### src/rtl/rvfi_retire_counters.sv
// Retirement-event counters fed by the minrv32 RVFI port, with an atomic
// snapshot into a shadow bank that is read one counter at a time.
//
// Parameters:
//   CNT_W  counter and rd_data width (8..64)
//   SAT    0: counters wrap; 1: counters saturate at all-ones
// Ports:
//   clk, reset          rising-edge clock, synchronous active-high reset
//   rvfi_*              retirement stream (valid, order, insn, trap, masks)
//   snap_req            copy live counters into the shadow bank
//   clr_req             zero the live counters (same-cycle events are kept)
//   rd_req, rd_sel      shadow read request; sel 0 instret, 1 load, 2 store,
//                       3 long insn, 4 trap, 5..7 read as zero
//   rd_ack, rd_data     one-cycle response, one cycle after rd_req
//   order_err           sticky rvfi_order discontinuity flag
// Optional feature macro: RVFI_ORDER_CHECK_EN enables the order checker;
// without it order_err is tied low and rvfi_order is ignored.
module rvfi_retire_counters #(
    parameter int CNT_W = 32,
    parameter int SAT   = 0
) (
    input  logic             clk,
    input  logic             reset,
    input  logic             rvfi_valid,
    input  logic [63:0]      rvfi_order,
    input  logic [31:0]      rvfi_insn,
    input  logic             rvfi_trap,
    input  logic [3:0]       rvfi_mem_rmask,
    input  logic [3:0]       rvfi_mem_wmask,
    input  logic             snap_req,
    input  logic             clr_req,
    input  logic             rd_req,
    input  logic [2:0]       rd_sel,
    output logic             rd_ack,
    output logic [CNT_W-1:0] rd_data,
    output logic             order_err
);

    localparam int NCNT = 5;

    typedef enum logic {
        IDLE,
        RESP
    } state_t;

    state_t           state;
    state_t           state_next;
    logic [CNT_W-1:0] live   [NCNT];
    logic [CNT_W-1:0] shadow [NCNT];
    logic [NCNT-1:0]  ev;
    logic [2:0]       sel;
    logic [CNT_W-1:0] hold;
    logic [CNT_W-1:0] shadow_sel;

    function automatic logic [CNT_W-1:0] bump(
        input logic [CNT_W-1:0] base,
        input logic             inc
    );
        logic [CNT_W-1:0] r;
        r = base;
        if (inc && !((SAT != 0) && (&base))) begin
            r = base + CNT_W'(1);
        end
        return r;
    endfunction

    always_comb begin
        ev    = '0;
        ev[0] = rvfi_valid;
        ev[1] = rvfi_valid && (|rvfi_mem_rmask);
        ev[2] = rvfi_valid && (|rvfi_mem_wmask);
        ev[3] = rvfi_valid && (rvfi_insn[1:0] == 2'b11);
        ev[4] = rvfi_valid && rvfi_trap;
    end

    // Shadow captures the pre-update live values; a clear restarts the
    // count from zero but still keeps this cycle's events.
    always_ff @(posedge clk) begin
        if (reset) begin
            for (int i = 0; i < NCNT; i++) begin
                live[i]   <= '0;
                shadow[i] <= '0;
            end
        end else begin
            for (int i = 0; i < NCNT; i++) begin
                if (snap_req) begin
                    shadow[i] <= live[i];
                end
                live[i] <= bump(clr_req ? '0 : live[i], ev[i]);
            end
        end
    end

    always_comb begin
        shadow_sel = '0;
        case (sel)
            3'd0:    shadow_sel = shadow[0];
            3'd1:    shadow_sel = shadow[1];
            3'd2:    shadow_sel = shadow[2];
            3'd3:    shadow_sel = shadow[3];
            3'd4:    shadow_sel = shadow[4];
            default: shadow_sel = '0;
        endcase
    end

    always_ff @(posedge clk) begin
        if (reset) begin
            state <= IDLE;
            sel   <= '0;
            hold  <= '0;
        end else begin
            state <= state_next;
            if (state == IDLE && rd_req) begin
                sel <= rd_sel;
            end
            if (state == RESP) begin
                hold <= shadow_sel;
            end
        end
    end

    // A reset landing on the response cycle suppresses the ack.
    always_comb begin
        state_next = state;
        rd_ack     = 1'b0;
        rd_data    = hold;
        unique case (state)
            IDLE: begin
                if (rd_req) begin
                    state_next = RESP;
                end
            end
            RESP: begin
                state_next = IDLE;
                if (!reset) begin
                    rd_ack  = 1'b1;
                    rd_data = shadow_sel;
                end
            end
            default: state_next = IDLE;
        endcase
    end

`ifdef RVFI_ORDER_CHECK_EN
    logic        armed;
    logic [63:0] exp_order;
    logic        err;
    logic        unused_bits;

    assign unused_bits = ^rvfi_insn[31:2];

    // A clear together with a valid re-arms from that valid.
    always_ff @(posedge clk) begin
        if (reset) begin
            armed     <= 1'b0;
            exp_order <= '0;
            err       <= 1'b0;
        end else if (rvfi_valid) begin
            armed     <= 1'b1;
            exp_order <= rvfi_order + 64'd1;
            if (clr_req) begin
                err <= 1'b0;
            end else if (armed && rvfi_order != exp_order) begin
                err <= 1'b1;
            end
        end else if (clr_req) begin
            armed <= 1'b0;
            err   <= 1'b0;
        end
    end

    assign order_err = err;
`else
    logic unused_bits;

    assign unused_bits = ^{rvfi_order, rvfi_insn[31:2]};
    assign order_err   = 1'b0;
`endif

endmodule

### config.mk
export PLATFORM = sky130hd
export DESIGN_NAME = rvfi_retire_counters
export DESIGN_NICKNAME = d
export VERILOG_FILES = /design/src/rtl/rvfi_retire_counters.sv
export SDC_FILE = /design/constraint.sdc
export NUM_CORES = 1
export LEC_CHECK = 0
export ABC_CLOCK_PERIOD_IN_PS = 5200
export BUFFER_PORTS_ARGS = -buffer_cell sky130_fd_sc_hd__clkbuf_2
export CORE_MARGIN = 10
export CORE_UTILIZATION = 59
export CTS_BUF_LIST = sky130_fd_sc_hd__clkbuf_16
export DETAILED_ROUTE_END_ITERATION = 6
export PLACE_DENSITY_LB_ADDON = 0.12
export SLEW_MARGIN = 20
export SYNTH_ARGS = -nofsm -noshare
export SYNTH_HDL_FRONTEND = slang
export SYNTH_SLANG_ARGS = --single-unit
### constraint.sdc
create_clock -name clk -period 5.2 [get_ports clk]
set_input_delay 0.26 -clock clk [delete_from_list [all_inputs] [get_ports clk]]
set_output_delay 0.26 -clock clk [all_outputs]
set_load 0.02 [all_outputs]
Word level (Yosys, flattened, before mapping):

Memories as Yosys holds them, arrays and structs flattened.
Cells that the tools add are included.
W data, S select, Z words.

* register bits: 36
* bits in writable memories: 320
* bits of input ports: 114
* output and inout bits: 34
* word-level logic and storage cells: 71
* memories kept: 2

* $add $sub $neg: 5
* equality and inequality tests: 5
* mux-type cells: 37
* bitwise gates (word level): 11
* reductions and logical operators: 8

Memory list
* live: depth 5, bits a word 32, read ports 5, clocked after memory_dff 0, write ports 5, RTL line 48 `logic [CNT_W-1:0] live [NCNT];`
* shadow: depth 5, bits a word 32, read ports 5, clocked after memory_dff 0, write ports 5, RTL line 49 `logic [CNT_W-1:0] shadow [NCNT];`

Operators by type and width (count)
* $mux W32: 27
* $add A32 B1 Y32 const B: 5
* $pmux W32 S5: 1
* $or A1 B1 Y1: 10
* $mux W1: 8
* $reduce_or A4 Y1: 2
* $eq A3 B2 Y1 const B: 2
* $logic_and A1 B1 Y1: 5
* $eq A3 B1 Y1 const B: 1
* $eq A3 B3 Y1 const B: 1
* $logic_not A3 Y1: 1
* $eq A2 B2 Y1 const B: 1
* $pmux W1 S2: 1
* $not A1 Y1: 1

Depth between registers and ports, before layout:

Gate-level depths: netlist of the first run.
An unclocked memory read counts as a cell.

* word-level depth: 6
* depth in mapped cells: 12
* depth with buffers taken out: 6

Least setup slack after synthesis of the first run:

No wires, ideal clock.

* path kind: input port to flip-flop
* start: input port reset
* end: memory shadow[0][0] (enable)
* setup time: 0.453 ns
* arrival: 2.793 ns
* data required time: 4.747 ns
* path slack: 1.955 ns
* cell stages on the path: 3
* path buffers: 2
* cell sequence: clkbuf_1 > clkbuf_1 > or2_2

RTL lines
* start: declaration: RTL line 23 `input logic reset,`
* end: declaration: RTL line 49

Worst setup path in the final report of the first run:

* start: register sel[0]
* end: output port rd_data[2]

* cells in the longest elaborated chain, start to end: 4
* elaborated cells on any way between the ends: 8
* classes of those cells: eq/ne (4); mux (3); reduce/logical (1)

RTL lines
* start: declaration: RTL line 51 `logic [2:0] sel;`
* start signal: assignment: RTL line 114 `sel <= rd_sel;`
* $eq A3 B3 Y1 (tied with other cells): RTL line 96 `case (sel)`
* $pmux W32 S5 (*): RTL line 96
* $mux W32 (*): RTL line 135 `if (!reset) begin`
* $mux W32 (*): RTL line 127 `unique case (state)`
* end: declaration: RTL line 35 `output logic [CNT_W-1:0] rd_data,`

Every way passes the cells marked *; elsewhere a longest branch is shown, timed or not.

==> flow_summary.json, run 1 <==
{
  "status": "complete, no violations",
  "grt_antenna_before_repair": 0,
  "die_area_um2": 35730,
  "start_util": 0.6017,
  "core_um2": 28010,
  "cts_hold_buf": 4,
  "cap_violations": 0,
  "die_w_um": 189.0,
  "vias_per_cell": 6.336,
  "synth_area_leader_cell": "edfxtp_1",
  "fin_cells": 2067,
  "synthCells": 1661,
  "cp-end-kind": "output port",
  "grt_max_degree": 137,
  "clock_latency_ns": 0.52,
  "postRouteAntennaNets": 0,
  "grt_pass1_vias": 12000,
  "synth-edff-count": 160,
  "criticalPathCategory": "reg2out",
  "slowest_delay_ns": 0.90,
  "synth_area_leaders": "edfxtp_1 29%, dfxtp_1 23%, and2_1 6.3%",
  "syn_area_um2": 16850,
  "syn_nets": 1780,
  "critical_path_buf_inv_count": 2,
  "synth_warnings": 0,
  "gr-total-overflow": 0,
  "period_needed_ns": 3.188,
  "cp_slowest_cell": "nor3b_1",
  "p_per_area_nw_per_um2": 321.6,
  "yosysSeqAreaShare": 0.5179,
  "nFillCells": 2270,
  "port_buffers": 52,
  "vias": 13100,
  "most-common-layout-cells": "196 x dfxtp_1, 169 x and2_1, 160 x edfxtp_1, 113 x a21oi_1, 107 x nand2_1",
  "postCtsSetupRepairBufs": 0,
  "crit_chain": "buf_4 > nor3b_1 > a222oi_1 > o21ai_0 > clkbuf_2",
  "drive_gt1_frac": 0.1095,
  "arrival_ns": 2.93,
  "skew_ns": 0.01051,
  "worst_setup_path_start_kind": "register",
  "fin_nets": 1779,
  "die_h_um": 189.0,
  "root_buffer": "clkbuf_16",
  "syn_to_final_growth_pct": 10.16,
  "synth-async-reset-ratio": 0,
  "holdWs_ns": 0.1064,
  "dpl.hpwl_mm": 30.07,
  "syn_avg_cell_area_um2": 10.15,
  "path_delay_family": "simple AND/OR/NAND/NOR gates",
  "setup_viol_count_final": 0,
  "crit_required_ns": 4.94,
  "path_clk_slew_ns": 0.06,
  "layout_commonest_cell": "dfxtp_1",
  "wirelength_mm": 44.30,
  "ctsHtreeMaxLevel": 2,
  "tightest_slew_ns": 1.044,
  "final_max_slew_viol_count": 0,
  "grt_first_pass_wirelength_mm": 68.81,
  "cts.sinks": 356,
  "ir_worst_vdd_uv": 254.9,
  "rsz0062_at_grt": "no",
  "finalHoldViolations": 0,
  "yosysTopAreaCellShare": 0.2851,
  "drc": 0,
  "ioPinCount": 148,
  "numCtsBuffers": 39,
  "period_share": 0.6131,
  "synth.distinct_cells": 65,
  "relSlewSlack": 0.3022,
  "fmax_mhz": 313.7,
  "fin_tns_setup_ns": 0,
  "clockBufferDepth": 3,
  "first_pass_iters": 6,
  "core.rowCount": 61,
  "ys_ff_latch": 356,
  "cp_max_fo": 27,
  "total_leakage_power_nw": 6.786,
  "grtUsageTotal": 0.2426,
  "hold_path.class": "in2reg",
  "cts-resized-gates": 0,
  "drtIter0Drc": 1119,
  "avgRoutedWirePerCell_um": 21.43,
  "routabilityCongestion": 0.8956,
  "ys.flop_type": "dfxtp_1",
  "cts_tree": "built",
  "antenna_cells": 0,
  "dpl.cell_count": 1993
}
## kinds of logic (layout without fill, tap and decap cells)
kind of cell | after synthesis | after routing | synth area share
compound gates | 345 | 345 | 0.1360
buf+inv | 147 | 175 | 0.03430
simple gates | 700 | 700 | 0.2416
mux | 67 | 67 | 0.04551
fa+ha+maj | 5 | 5 | 0.003712
flops | 356 | 356 | 0.5179
xor+xnor | 40 | 40 | 0.02079
other cells | 1 | 1 | 0.0002225
## state kept, by name, summed over array words and instances, names as in the netlist
name	cells
state	1
sel	3
live	160
hold	32
shadow	160
## metal layers
layer	GRT usage	wire [um]	up-vias
met5	0	0	-
met4	0.06563	1060	0
met2	0.3824	20560	444
li1	-	-	6164
met3	0.04539	3381	75
met1	0.3360	19300	6414
## cell usage after synthesis (all sizes together), types with 5 or more instances
cell type and n:
a21oi 113, nor2 72, mux2 37, edfxtp 160, and3 17, o311ai 6, ha 5, a31o 7
o21a 8, or3 41, o41ai 8, buf 21, nand4b 7, o21ai 40, nand3b 10, clkbuf 98
dfxtp 196, o31ai 34, xor2 6, or4 48, nor3 23, and4 14, and4b 10, xnor2 34
nand2 108, mux2i 26, o2bb2ai 6, nand4 49, and2 170, nor4 29, nor2b 37, a222oi 7
inv 26, a21o 49, nand3 47, and3b 6, a22oi 46
## worst reg2reg max path: stages, from the launching register on
cell      delay [ns]
dfxtp_1         0.48
nor2b_1         0.26
ha_1            0.21
nand4b_1        0.12
or4_1           0.73
or4_1           0.57
a21oi_1         0.15
## stage by stage
| step | util | cell area [um2] | power [W] | worst slack, ns |
|---|---|---|---|---|
| global route | 0.6628 | 18570 | 0.006150 | 1.911 |
| floorplan | - | 16850 | 0.003292 | 1.955 |
| finish | 0.6628 | 18570 | 0.005972 | 2.012 |
| CTS | 0.6628 | 18570 | 0.005999 | 2.012 |
| detailed placement | 0.6189 | 17340 | 0.003437 | 2.223 |
| global placement | 0.6182 | 17320 | 0.003430 | 2.243 |
## where the power goes
| group | internal [W] | switching (W) |
|---|---|---|
| clock network | 0.00151 | 0.00108 |
| logic | 0.000100 | 0.000249 |
| registers | 0.00300 | 0.0000385 |
| total | 0.00461 | 0.00136 |
## worst paths after layout
| check | startpoint | endpoint | slack, ns | cells after the start |
|---|---|---|---|---|
| min | rvfi_trap | live[0][129] | 0.11 | 3 |
| min reg2reg | hold[25] | hold[25] | 0.45 | 1 |
| max | sel[0] | rd_data[2] | 2.01 | 5 |
| max reg2reg | live[0][32] | live[0][56] | 2.59 | 6 |
## cell type report
class	count	area [um2]	share of cell area
Sequential cell	356	8728	0.4701
Clock inverter	29	165.2	0.008895
Clock buffer	41	1026	0.05526
Tap cell	378	473.0	0.02547
Inverter	28	105.1	0.005661
Timing Repair Buffer	77	485.5	0.02615
Multi-Input combinational cell	1158	7584	0.4084
Note: power is estimated with default switching activity, not from simulation.
==> run 2, diff against run 1 <==
- ABC_CLOCK_PERIOD_IN_PS: 5200 -> 3100
- clock period: 5.2 -> 3.1 ns (I/O delays scaled with it)
==> flow_summary.json, run 2 (same netlist as run 1, synthesis figures left out) <==
{
  "worst_r2r_path_depth": 6,
  "cap_violations": 0,
  "die_h_um": 189.0,
  "setup_viol_count_final": 0,
  "crit_required_ns": 2.94,
  "criticalPathCategory": "reg2out",
  "reg_top3": "live x160, shadow x160, hold x32",
  "power_w": 0.009977,
  "vias": 13180,
  "cp-end-kind": "output port",
  "slowest_delay_ns": 0.73,
  "r2r-start": "live[0][64]",
  "crit_end": "rd_data[3]",
  "drtIter0Drc": 1319,
  "grt_antenna_before_repair": 0,
  "cts_tree": "built",
  "total_leakage_power_nw": 6.839,
  "grt_pass1_vias": 12280,
  "die_area_um2": 35730,
  "status": "complete, no violations",
  "most-common-layout-cells": "196 x dfxtp_1, 169 x and2_1, 160 x edfxtp_1, 113 x a21oi_1, 106 x nand2_1",
  "grtUsageTotal": 0.2428,
  "postCtsSetupRepairBufs": 0,
  "period_share": 0.9753,
  "wirelength_mm": 44.37,
  "cp_max_fo": 18,
  "first_pass_iters": 6,
  "finalHoldViolations": 0,
  "clock_latency_ns": 0.52,
  "layout_commonest_cell": "dfxtp_1",
  "port_buffers": 52,
  "grt_max_degree": 113,
  "skew_ns": 0.01629,
  "clockBufferDepth": 3,
  "fin_cells": 2084,
  "ctsHtreeMaxLevel": 2,
  "core_um2": 28010,
  "rsz0062_at_grt": "no",
  "final_max_slew_viol_count": 0,
  "avgRoutedWirePerCell_um": 21.29,
  "gr-total-overflow": 0,
  "numCtsBuffers": 37,
  "ir_worst_vdd_uv": 410.9,
  "crit_cells": 6,
  "dpl.cell_count": 2008,
  "fin_tns_setup_ns": 0,
  "grt_first_pass_wirelength_mm": 69.44,
  "postRouteAntennaNets": 0,
  "dpl.hpwl_mm": 30.62,
  "drc": 0,
  "worst_setup_path_start_kind": "register",
  "die_w_um": 189.0,
  "period_needed_ns": 3.023,
  "cp_slowest_cell": "dfxtp_1",
  "ff2ff_setup_slack_ns": 0.55,
  "start_util": 0.6017,
  "relSlewSlack": 0.4603,
  "arrival_ns": 2.87,
  "core.rowCount": 61,
  "reg2reg_to": "live[0][86]",
  "fmax_mhz": 330.8,
  "ioPinCount": 148,
  "root_buffer": "clkbuf_16",
  "path_clk_slew_ns": 0.06,
  "routabilityCongestion": 0.9338,
  "tightest_slew_ns": 0.8096,
  "hold_path.class": "in2reg",
  "vias_per_cell": 6.325,
  "crit_chain": "buf_4 > mux2_2 > a22oi_1 > a21oi_1 > a21o_1 > clkbuf_2",
  "cp-startpoint": "sel[1]",
  "cts.sinks": 356,
  "p_per_area_nw_per_um2": 532.5,
  "path_delay_family": "flip-flops",
  "critical_path_buf_inv_count": 2,
  "fin_util": 0.6689,
  "drive_gt1_frac": 0.1238,
  "fin_nets": 1795,
  "nFillCells": 2223,
  "syn_to_final_growth_pct": 11.17
}
## run 2: worst min path at each step
stage                            startpoint           to  slack, ns  cells past startpoint
after global routing      rvfi_mem_wmask[2]  live[0][65]       0.11                      4
after global placement               rd_req        state       0.39                      2
after detailed placement             rd_req        state       0.40                      2
final                     rvfi_mem_wmask[2]  live[0][65]       0.06                      4
after floorplan                      rd_req        state       0.28                      1
after CTS                 rvfi_mem_wmask[2]  live[0][65]       0.06                      4
## run 2: area by class of cell
class                      count  area (um2)  area share
sequential                   356        8728      0.4658
multi-input combinational   1158        7580      0.4045
clock buffer                  39       975.9     0.05209
timing repair buffer          95       678.2     0.03619
tap                          378       473.0     0.02524
clock inverter                29       193.9     0.01035
inverter                      28       105.1    0.005609
antenna                        1       2.502   0.0001336
## run 2: per-stage QoR
stage / cell area [um2] / hold WS [ns] / setup slack (ns)
2_1_floorplan: 16860 / 0.2767 / 0.4144
3_3_place_gp: 17490 / 0.3872 / 0.4320
3_5_place_dp: 17490 / 0.3993 / 0.3981
4_1_cts: 18730 / 0.05585 / 0.04581
5_1_grt: 18730 / 0.1070 / 0.02220
6_report: 18740 / 0.06116 / 0.07672
## run 2: tightest hold or removal path, stage by stage
cell and delay (ns):
clkbuf_2 0.10, o41ai_2 0.13, nand2_1 0.09, a21oi_1 0.05
## run 2: metal layers
metal	track usage	vias to the layer above	share of wire
li1	-	6194	-
met1	0.3334	6417	0.43
met2	0.3871	507	0.46
met3	0.04024	64	0.078
met4	0.07265	0	0.024
met5	0	-	0
## run 2: repair_timing
action	4_1_cts	5_1_grt
hold buffers	7	0
resized for setup	0	1
hold endpoints to repair	6	0
setup endpoints to repair	0	26
## run 2: where the power goes
| part | switching, W | internal [W] |
|---|---|---|
| sequential | 0.0000662 | 0.00502 |
| combinational | 0.000411 | 0.000188 |
| clock | 0.00184 | 0.00245 |
==> run 3, diff against run 2 <==
- REMOVE_ABC_BUFFERS: not set -> 1
==> flow_summary.json, run 3 (same netlist as run 1, synthesis figures left out) <==
{
  "final_max_slew_viol_count": 0,
  "p_int_w": 0.007839,
  "drc": 0,
  "multi_input_comb_area_um2": 7584,
  "post_dp_cell_area_um2": 17550,
  "most-common-layout-cells": "195 x dfxtp_1, 169 x and2_1, 160 x edfxtp_1, 113 x a21oi_1, 107 x nand2_1",
  "fmax_mhz": 317.1,
  "tightest_slew_ns": 0.9012,
  "fin_tns_setup_ns": -0.05336,
  "holdWs_ns": 0.03654,
  "total_leakage_power_nw": 6.926,
  "setup_viol_count_final": 1,
  "cts_tree": "built",
  "cp_slowest_cell": "a222oi_1",
  "finalHoldViolations": 0,
  "cap_violations": 0,
  "clkPwrFrac": 0.439,
  "worstHoldPathCells": 2,
  "path_delay_family": "compound AO/OA/AOI/OAI gates",
  "ioPinCount": 148,
  "criticalPathCategory": "reg2out",
  "status": "finished with violations",
  "cp_max_fo": 11,
  "critical_path_buf_inv_count": 2,
  "period_needed_ns": 3.153,
  "ff2ff_setup_slack_ns": 0.56,
  "cp-end-kind": "output port",
  "ir_worst_vdd_uv": 430.8,
  "port_buffers": 52,
  "nFillCells": 2209,
  "crit_chain": "clkinv_1 > a222oi_1 > o21ai_0 > clkbuf_2",
  "path_clk_slew_ns": 0.06,
  "clockBufferDepth": 3,
  "numCtsBuffers": 39,
  "syn_to_final_growth_pct": 11.79,
  "grt_antenna_before_repair": 0,
  "seq_area_um2": 8730,
  "power_frac_seq": 0.501,
  "worst_setup_path_start_kind": "register",
  "root_buffer": "clkbuf_16",
  "ctsHtreeMaxLevel": 2,
  "sw_frac_of_total": 0.2286,
  "avgRoutedWirePerCell_um": 21.25,
  "layout_commonest_cell": "dfxtp_1",
  "fin_nets": 1805,
  "relSlewSlack": 0.3926,
  "postRouteAntennaNets": 0,
  "power_w": 0.01016,
  "comb_power_share": 0.060,
  "p_per_area_nw_per_um2": 539.4,
  "violations": "negative setup slack",
  "final_cell_area_um2": 18840,
  "arrival_ns": 3.00,
  "rsz0062_at_grt": "no",
  "die_area_um2": 35730,
  "hold_path.class": "in2reg",
  "postCtsSetupRepairBufs": 0,
  "clock_latency_ns": 0.53,
  "die_w_um": 189.0,
  "crit_cells": 4,
  "gr-total-overflow": 0,
  "routabilityCongestion": 0.8770,
  "crit_required_ns": 2.94,
  "drtIter0Drc": 1362,
  "start_util": 0.6017,
  "antenna_cells": 0,
  "worst_r2r_path_depth": 6,
  "skew_ns": 0.01173,
  "core_um2": 28010,
  "die_h_um": 189.0,
  "slowest_delay_ns": 0.87,
  "wirelength_mm": 44.50,
  "first_pass_iters": 7,
  "reg_top3": "live x160, shadow x160, hold x32",
  "grt_pass1_vias": 12520,
  "core.rowCount": 61,
  "grt_first_pass_wirelength_mm": 70.01,
  "dpl.hpwl_mm": 29.67,
  "switchingPower_w": 0.002323,
  "vias": 13370,
  "drive_gt1_frac": 0.1224,
  "fin_ws_ns": -0.05336,
  "cts.sinks": 356,
  "vias_per_cell": 6.384,
  "grt_max_degree": 161,
  "period_share": 1.017,
  "grtUsageTotal": 0.2434
}
-- run 3: cell types whose count changed in the layout (fill, tap and decap cells not counted), sizes merged --
| cell | before | now |
|---|---|---|
| clkinv | 16 | 13 |
| inv | 35 | 42 |
| bufinv | 2 | 3 |
| diode | 1 | 0 |
| clkbuf | 90 | 91 |
| clkinvlp | 4 | 0 |
| buf | 37 | 46 |
-- run 3: area by class of cell --
cell class | count | area share
Sequential cell | 356 | 0.4633
Multi-Input combinational cell | 1158 | 0.4025
Clock buffer | 41 | 0.05446
Timing Repair Buffer | 103 | 0.03852
Tap cell | 378 | 0.02510
Clock inverter | 30 | 0.01049
Inverter | 28 | 0.005578
-- run 3: timing repair --
| action | 4_1_cts | 5_1_grt |
|---|---|---|
| setup endpoints to repair | 0 | 2 |
| gates resized for setup | 0 | 1 |
| hold endpoints to repair | 6 | 0 |
| hold buffers | 7 | 0 |
-- run 3: layer usage --
layer | vias up | routed length, um | share of wire | GRT usage
li1 | 6226 | - | - | -
met3 | 78 | 3540 | 0.080 | 0.03969
met1 | 6542 | 19340 | 0.43 | 0.3328
met2 | 523 | 20560 | 0.46 | 0.3900
met4 | 0 | 1057 | 0.024 | 0.07234
met5 | - | 0 | 0 | 0
-- run 3: worst paths after layout --
path / startpoint / end
setup / recovery: sel[2] / rd_data[4]
hold / removal: reset / live[0][35]
setup reg to reg: live[0][64] / live[0][86]
hold reg to reg: hold[18] / hold[18]
-- run 3: stage by stage --
step / instances / util / setup slack, ns
after floorplan: 1542 / - / -0.8378
after global placement: 2016 / 0.6264 / 0.4924
after detailed placement: 2016 / 0.6264 / 0.4586
after CTS: 2094 / 0.6726 / 0.1142
after global routing: 2094 / 0.6726 / 0.001769
final: 2094 / 0.6726 / -0.05336
-- run 3: power by group through the flow --
stage / Combinational (W) / Clock, W / Sequential, W
after floorplan: 0.000294 / 0 / 0.00517
after global placement: 0.000583 / 0 / 0.00519
after detailed placement: 0.000591 / 0 / 0.00519
after CTS: 0.000601 / 0.00450 / 0.00509
after global routing: 0.000647 / 0.00471 / 0.00510
final: 0.000605 / 0.00447 / 0.00509
